<file path="config.mk">
export PLATFORM = sky130hd
export DESIGN_NAME = soc_system_position_capture
export DESIGN_NICKNAME = d
export VERILOG_FILES = /design/src/rtl/soc_system_position_capture.sv
export SDC_FILE = /design/constraint.sdc
export NUM_CORES = 1
export LEC_CHECK = 0
export BUFFER_PORTS_ARGS = -buffer_cell sky130_fd_sc_hd__buf_2
export CELL_PAD_IN_SITES_DETAIL_PLACEMENT = 1
export CELL_PAD_IN_SITES_GLOBAL_PLACEMENT = 2
export CORE_MARGIN = 2
export CORE_UTILIZATION = 39
export DETAILED_ROUTE_END_ITERATION = 6
export MAX_ROUTING_LAYER = met4
export PLACE_DENSITY = 0.9
export SLEW_MARGIN = 20
export SYNTH_ARGS = -nofsm -noshare
export SYNTH_HDL_FRONTEND = slang
export SYNTH_SLANG_ARGS = --single-unit
</file>
<file path="constraint.sdc">
create_clock -name clk -period 4.41 [get_ports clk]
set_input_delay 0 -clock clk [delete_from_list [all_inputs] [get_ports clk]]
set_output_delay 0 -clock clk [all_outputs]
set_load 0.1 [all_outputs]
</file>
<file path="src/rtl/soc_system_position_capture.sv">
// Multi-channel Avalon-MM position capture port.
// Registers NUM_CH position words from the motion core and serves them as live reads.
// Software or an external trigger can take an atomic snapshot of all channels at once.
// Per-channel sticky change flags drive a maskable level interrupt.
module soc_system_position_capture #(
   parameter int unsigned NUM_CH = 4,
   parameter int unsigned DATA_W = 31,
   parameter int unsigned SIGNED = 1
) (
   input  logic                     clk,
   input  logic                     reset,
   input  logic [4:0]               address,
   input  logic                     read,
   input  logic                     write,
   input  logic [31:0]              writedata,
   output logic [31:0]              readdata,
   input  logic [NUM_CH*DATA_W-1:0] in_port,
   input  logic                     snap_trig,
   output logic                     irq
);

   // Word address of the last snapshot channel; reading it retires SNAP_VALID.
   localparam logic [4:0] SnapLastAddr = 5'(16 + NUM_CH - 1);

   // Widen one position word to 32 bits.
   function automatic logic [31:0] f_ext(input logic [DATA_W-1:0] x);
      logic [31:0] v;
      v = '0;
      v[DATA_W-1:0] = x;
      if (SIGNED != 0) begin
         for (int b = int'(DATA_W); b < 32; b++) begin
            v[b] = x[DATA_W-1];
         end
      end
      return v;
   endfunction

   logic [DATA_W-1:0] r_live_q  [NUM_CH];
   logic [DATA_W-1:0] r_live_qq [NUM_CH];
   logic [DATA_W-1:0] r_snap    [NUM_CH];

   logic              r_primed;
   logic              r_trig_q;
   logic              r_irq_en;
   logic              r_trig_en;
   logic              r_snap_valid;
   logic              r_overrun;
   logic [NUM_CH-1:0] r_flags;
   logic [NUM_CH-1:0] r_mask;
   logic [31:0]       r_snap_count;
   logic [31:0]       r_readdata;
   logic              r_irq;

   logic              w_wr_ctrl;
   logic              w_wr_status;
   logic              w_wr_change;
   logic              w_wr_mask;
   logic              w_sw_snap;
   logic              w_trig_snap;
   logic              w_capture;
   logic              w_clr_valid;
   logic              w_ovr_clr;
   logic [NUM_CH-1:0] w_change;
   logic [NUM_CH-1:0] w_flag_clr;
   logic [31:0]       w_rdata;
   logic              w_unused_wdata;

   assign w_wr_ctrl   = write && (address == 5'd0);
   assign w_wr_status = write && (address == 5'd1);
   assign w_wr_change = write && (address == 5'd2);
   assign w_wr_mask   = write && (address == 5'd3);

   // A software request and a trigger edge in the same cycle merge into one capture.
   assign w_sw_snap   = w_wr_ctrl && writedata[0];
   assign w_trig_snap = r_trig_en && snap_trig && !r_trig_q;
   assign w_capture   = w_sw_snap || w_trig_snap;

   assign w_clr_valid = read && (address == SnapLastAddr);
   assign w_ovr_clr   = w_wr_status && writedata[1];
   assign w_flag_clr  = w_wr_change ? writedata[NUM_CH-1:0] : '0;

   // Only a subset of the write bus is decoded, depending on NUM_CH.
   assign w_unused_wdata = ^writedata;

   assign readdata = r_readdata;
   assign irq      = r_irq;

   // Input pipeline: runs freely, validity after reset is tracked by r_primed.
   always_ff @(posedge clk) begin
      for (int i = 0; i < int'(NUM_CH); i++) begin
         r_live_q[i]  <= in_port[i*DATA_W +: DATA_W];
         r_live_qq[i] <= r_live_q[i];
      end
   end

   // Per-channel change detection between consecutive registered samples.
   always_comb begin
      w_change = '0;
      for (int i = 0; i < int'(NUM_CH); i++) begin
         w_change[i] = r_primed && (r_live_q[i] != r_live_qq[i]);
      end
   end

   // Read data multiplexer for the addressed register.
   always_comb begin
      w_rdata = '0;
      if (address[4:3] == 2'b01) begin
         for (int i = 0; i < int'(NUM_CH); i++) begin
            if (address[2:0] == 3'(i)) begin
               w_rdata = f_ext(r_live_q[i]);
            end
         end
      end else if (address[4:3] == 2'b10) begin
         for (int i = 0; i < int'(NUM_CH); i++) begin
            if (address[2:0] == 3'(i)) begin
               w_rdata = f_ext(r_snap[i]);
            end
         end
      end else begin
         case (address)
            5'd0:    w_rdata = {29'd0, r_trig_en, r_irq_en, 1'b0};
            5'd1:    w_rdata = {30'd0, r_overrun, r_snap_valid};
            5'd2:    w_rdata = 32'(r_flags);
            5'd3:    w_rdata = 32'(r_mask);
            5'd4:    w_rdata = r_snap_count;
            default: w_rdata = '0;
         endcase
      end
   end

   // Bus-facing registers: read data, control, mask and interrupt output.
   always_ff @(posedge clk) begin
      if (reset) begin
         r_readdata <= '0;
         r_irq_en   <= 1'b0;
         r_trig_en  <= 1'b0;
         r_mask     <= '0;
         r_irq      <= 1'b0;
         r_trig_q   <= 1'b0;
         r_primed   <= 1'b0;
      end else begin
         if (read) begin
            r_readdata <= w_rdata;
         end
         if (w_wr_ctrl) begin
            r_irq_en  <= writedata[1];
            r_trig_en <= writedata[2];
         end
         if (w_wr_mask) begin
            r_mask <= writedata[NUM_CH-1:0];
         end
         r_irq    <= r_irq_en && (|(r_flags & r_mask));
         r_trig_q <= snap_trig;
         r_primed <= 1'b1;
      end
   end

   // Sticky change flags; a new change outranks a simultaneous W1C.
   always_ff @(posedge clk) begin
      if (reset) begin
         r_flags <= '0;
      end else begin
         r_flags <= (r_flags & ~w_flag_clr) | w_change;
      end
   end

   // Snapshot capture, counter and status bits.
   always_ff @(posedge clk) begin
      if (reset) begin
         r_snap_valid <= 1'b0;
         r_overrun    <= 1'b0;
         r_snap_count <= '0;
         for (int i = 0; i < int'(NUM_CH); i++) begin
            r_snap[i] <= '0;
         end
      end else begin
         if (w_capture) begin
            for (int i = 0; i < int'(NUM_CH); i++) begin
               r_snap[i] <= r_live_q[i];
            end
            r_snap_count <= r_snap_count + 32'd1;
            r_snap_valid <= 1'b1;
         end else if (w_clr_valid) begin
            r_snap_valid <= 1'b0;
         end
         if (w_capture && r_snap_valid) begin
            r_overrun <= 1'b1;
         end else if (w_ovr_clr) begin
            r_overrun <= 1'b0;
         end
      end
   end

endmodule

</file>
======== Yosys cells after proc, flatten, opt, wreduce, memory -nomap -nowiden ========
Memories as Yosys holds them, arrays and structs flattened.
Index checks and enable logic that the tools add are counted.
cells by class
  div/mod/pow operators ................... 0
  magnitude comparators ................... 0
  add/sub/neg operators ................... 1
  bitwise operators ....................... 8
  equal/unequal tests ..................... 14
  shifts and indexed selects .............. 0
  $mul .................................... 0
  reductions and logical operators ........ 22
  mux-type cells .......................... 26
operators with widths
  cell                                                                   number
  32-bit two-way mux                                                     10
  32-bit one-hot mux with 5 select lines                                 1
  31-bit two-way mux                                                     4
  31-bit inequality test                                                 4
  32-bit by 1-bit adder with 32-bit output, second input constant        1
  1-bit logical AND                                                      15
  5-bit by 2-bit equality test with 1-bit output, second input constant  2
  1-bit two-way mux                                                      10
  4-bit AND                                                              2
  3-bit by 2-bit equality test with 1-bit output, second input constant  2
  5-bit by 1-bit equality test with 1-bit output, second input constant  1
  5-bit by 3-bit equality test with 1-bit output, second input constant  1
  5-bit equality test, second input constant                             1
  5-bit zero test                                                        1
  4-bit two-way mux                                                      1
  4-bit NOT                                                              1
  1-bit OR                                                               4
  4-bit OR                                                               1
  2-bit nonzero test                                                     2
  4-bit OR reduction                                                     1
  3-bit by 1-bit equality test with 1-bit output, second input constant  1
  3-bit zero test                                                        1
  2-bit by 1-bit equality test with 1-bit output, second input constant  1
  2-bit equality test, second input constant                             1
  2 further kinds                                                        2
word-level totals
  memory bits (writable) .................. 372
  output and inout bits ................... 33
  memories kept ........................... 3
  memory bits (read-only) ................. 0
  latch bits .............................. 0
  input port bits ......................... 166
  bits in registers ....................... 79
  word-level logic and storage cells ...... 85
memories
  name       words  bits a word  rd ports  clocked after Yosys merged registers in  wr ports  line  RTL
  r_live_q   4      31           4         0                                        4         38    logic [DATA_W-1:0] r_live_q [NUM_CH];
  r_live_qq  4      31           4         0                                        4         39    logic [DATA_W-1:0] r_live_qq [NUM_CH];
  r_snap     4      31           4         0                                        4         40    logic [DATA_W-1:0] r_snap [NUM_CH];

======== Longest topological paths before layout ========
  depth after elaboration ................. 8
  depth in mapped cells ................... 8
  mapped depth without buffers ............ 6

======== Worst setup path after synthesis ========
Ideal clock, no wire load.
  path type ............................... reg2reg
  start ................................... register r_trig_en
  end ..................................... memory r_snap[0][0], enable pin
  data arrival time ....................... 2817 ps
  cell stages (with the launch flop) ...... 4
  library setup time ...................... 1083 ps
  required time ........................... 3327 ps
  slack ................................... 509 ps
  cell sequence ........................... dfxtp_1 > and3b_1 > a31oi_1 > nand2_1
RTL lines
  element                   line  RTL
  start: declaration        45    logic r_trig_en;
  start signal: assignment  147   r_trig_en <= writedata[2];
  end: declaration          40

==> results.cfg <==
[clock_tree]
tritoncts = built
htreeDepth = 2
clk_pin_slew_worst_paths_ns = 0.06
cts_buffers = 46
cts_root_buf = clkbuf_16
post_cts_buffers = 0
clockBufferDepth = 3
cts_resized = 0
insertion_delay_ns = 0.55
clock_sinks = 451
hold_buffers = 138

[setup_path]
cp_top_family = buffers and inverters
worstSetupStartpointType = primary input
worstPathArrival_ns = 3.15
end_kind = flip-flop
worst_path_largest_cell_delay_ns = 0.77
cp_slowest_cell = buf_4
required_ns = 4.59
critical_path.n_buffers_inverters = 4
worstSetupPathType = primary input to flip-flop
worstPathCellList = dlygate4sd3_1 > buf_2 > nor4b_4 > a31oi_1 > nand2_4 > buf_4 > buf_4
path_max_fanout = 63
crit_top_cell = buf_4

[place]
dp_cells = 1936
portBuffers = 170
dpl.hpwl_mm = 32.27
placed_area_um2 = 17460
place_congestion = 0.8591

[floorplan]
dieArea_um2 = 42930
ios = 199
coreArea_um2 = 40830
rows = 74
initial_core_util = 0.3944
fp.dieW_um = 207.2
die_y_um = 207.2

[routing]
routed_wl_mm = 51.04
avgRoutedWirePerCell_um = 23.59
viasPerCell = 5.352
via_count = 11580
drt_iter0_drc = 965
drcViolationCount = 0
drt.antenna.violating_nets = 0
dr.pass1.iters = 5

[yosys]
syn_area_um2 = 16100
seq_area_frac_synth = 0.6377
synth_top_area_cell = dfxtp_1
synth.top_cell.area_share = 0.4065
synth_nets = 1464
synth_ff_type = dfxtp_1
yosys-top-cells-area = dfxtp_1 41%, edfxtp_1 23%, xor2_1 5.2%, and3_1 4.9%, mux4_2 4.6%
ys_types = 50
synth-seq-cells = 451
synth_cells = 1297
synth-edff-count = 124
ys_warn_count = 0
ys_async_sr_fraction = 0
syn_avg_cell_area_um2 = 12.42

[global_routing]
antenna_found_initial = 4
grt_overflow = 0
grt_max_degree = 126
grt_usage = 0.2418
grt_pass1_vias = 12500
grt_pass1_wl_mm = 76.82

[timing]
skew_ns = 0.01146
worstMarginPinSlew_ns = 1.084
hold_viol = 0
finalSetupViolCount = 0
drv_slew = 0
maxSlewHeadroom = 0.2771
fin_tns_setup_ns = 0
fmax_mhz = 336.5
min_period_ns = 2.972
period_share = 0.6739
rsz0062_at_grt = false

[cells_and_area]
drive_gt1_frac = 0.2047
mostFrequentLayoutCell = dfxtp_1
fin_cells = 2163
fin_util = 0.5009
final_cell_mix = 327 x dfxtp_1, 169 x buf_2, 138 x dlygate4sd3_1, 127 x and3_1, 124 x edfxtp_1
synthToLayoutAreaGrowth_pct = 27.00
fin_area_um2 = 20450
layout.nets = 1757

[power]
powerDensity_nw_per_um2 = 460.8
power_leakage_nw = 8.369
vdd_drop_max_v = 0.0003522

[outcome]
status = finished, final reports clean

[run]
maxCapViolCount = 0

[worst_hold_path]
hold_path_class = primary input to flip-flop
-- cell families (layout without fill, tap and decap cells) --
group,Yosys count,after routing,share of synthesized area
muxes,68,68,0.07016
DFF,451,451,0.6377
and+or+nand+nor,352,352,0.1221
other,0,4,0
AOI/OAI and AO/OA,191,191,0.06845
adders and majority gates,1,1,0.0007768
buffers and inverters,90,420,0.02245
xor gates and xnor gates,144,144,0.07832
-- flip-flops by register name (all words and copies together), names as in the netlist --
name,cells
r_live_qq,124
r_mask,4
r_snap_count,32
r_primed,1
r_snap_valid,1
r_irq_en,1
r_trig_q,1
irq,1
readdata,32
r_flags,4
r_overrun,1
r_trig_en,1
r_snap,124
r_live_q,124
-- layer usage --
metal | GRT usage | vias up | wire length, um
li1 | - | 5287 | -
met1 | 0.2947 | 5749 | 20970
met2 | 0.3953 | 427 | 24670
met3 | 0.04745 | 113 | 3361
met4 | 0.09631 | 0 | 2035
met5 | - | - | 0
-- final cells by class --
cell class	count	area, um^2
antenna	4	10.01
clock buffer	72	1424
fill	4209	20380
multi-input combinational	756	5505
timing repair buffer	326	2370
sequential	451	10270
tap	532	665.6
inverter	9	35.03
clock inverter	13	172.7
-- path summary, 6_finish.rpt --
check,to,cells past startpoint,from,slack [ns]
hold / removal,r_snap_count[2],3,reset,0.04
setup reg to reg,r_flags[0],5,r_live_q[0][2],1.48
setup / recovery,r_snap[0][17],7,address[3],1.44
hold reg to reg,r_live_qq[1][25],0,r_live_q[1][25],0.39
-- power breakdown --
part / total [W] / switching [W] / internal (W)
registers: 0.00460 / 0.000164 / 0.00444
logic: 0.000740 / 0.000440 / 0.000300
clock network: 0.00408 / 0.00163 / 0.00246
total: 0.00942 / 0.00223 / 0.00719
-- cell usage after synthesis, types with 29 or more instances --
library cell and n:
a21oi_1 42, and3_1 127, clkbuf_1 62, dfxtp_1 327, edfxtp_1 124, mux2_2 29
mux4_2 33, nand2_1 51, nor2_1 65, o21ai_0 70, xnor2_1 48, xor2_1 96
-- worst min-delay path, cell delays in order --
cell,delay [ns]
buf_2,0.11
buf_4,0.29
nor2_1,0.15
-- through the flow --
| step | worst slack [ns] | power (W) | hold slack [ns] |
|---|---|---|---|
| after global routing | 1.232 | 0.009710 | 0.06344 |
| after CTS | 1.443 | 0.009435 | 0.02599 |
| after detailed placement | 1.456 | 0.005316 | 0.1040 |
| after floorplan | 0.5095 | 0.005041 | 0.02772 |
| after global placement | 1.531 | 0.005286 | 0.1042 |
| final | 1.438 | 0.009424 | 0.04451 |
Power figures use the tool's default switching activity.
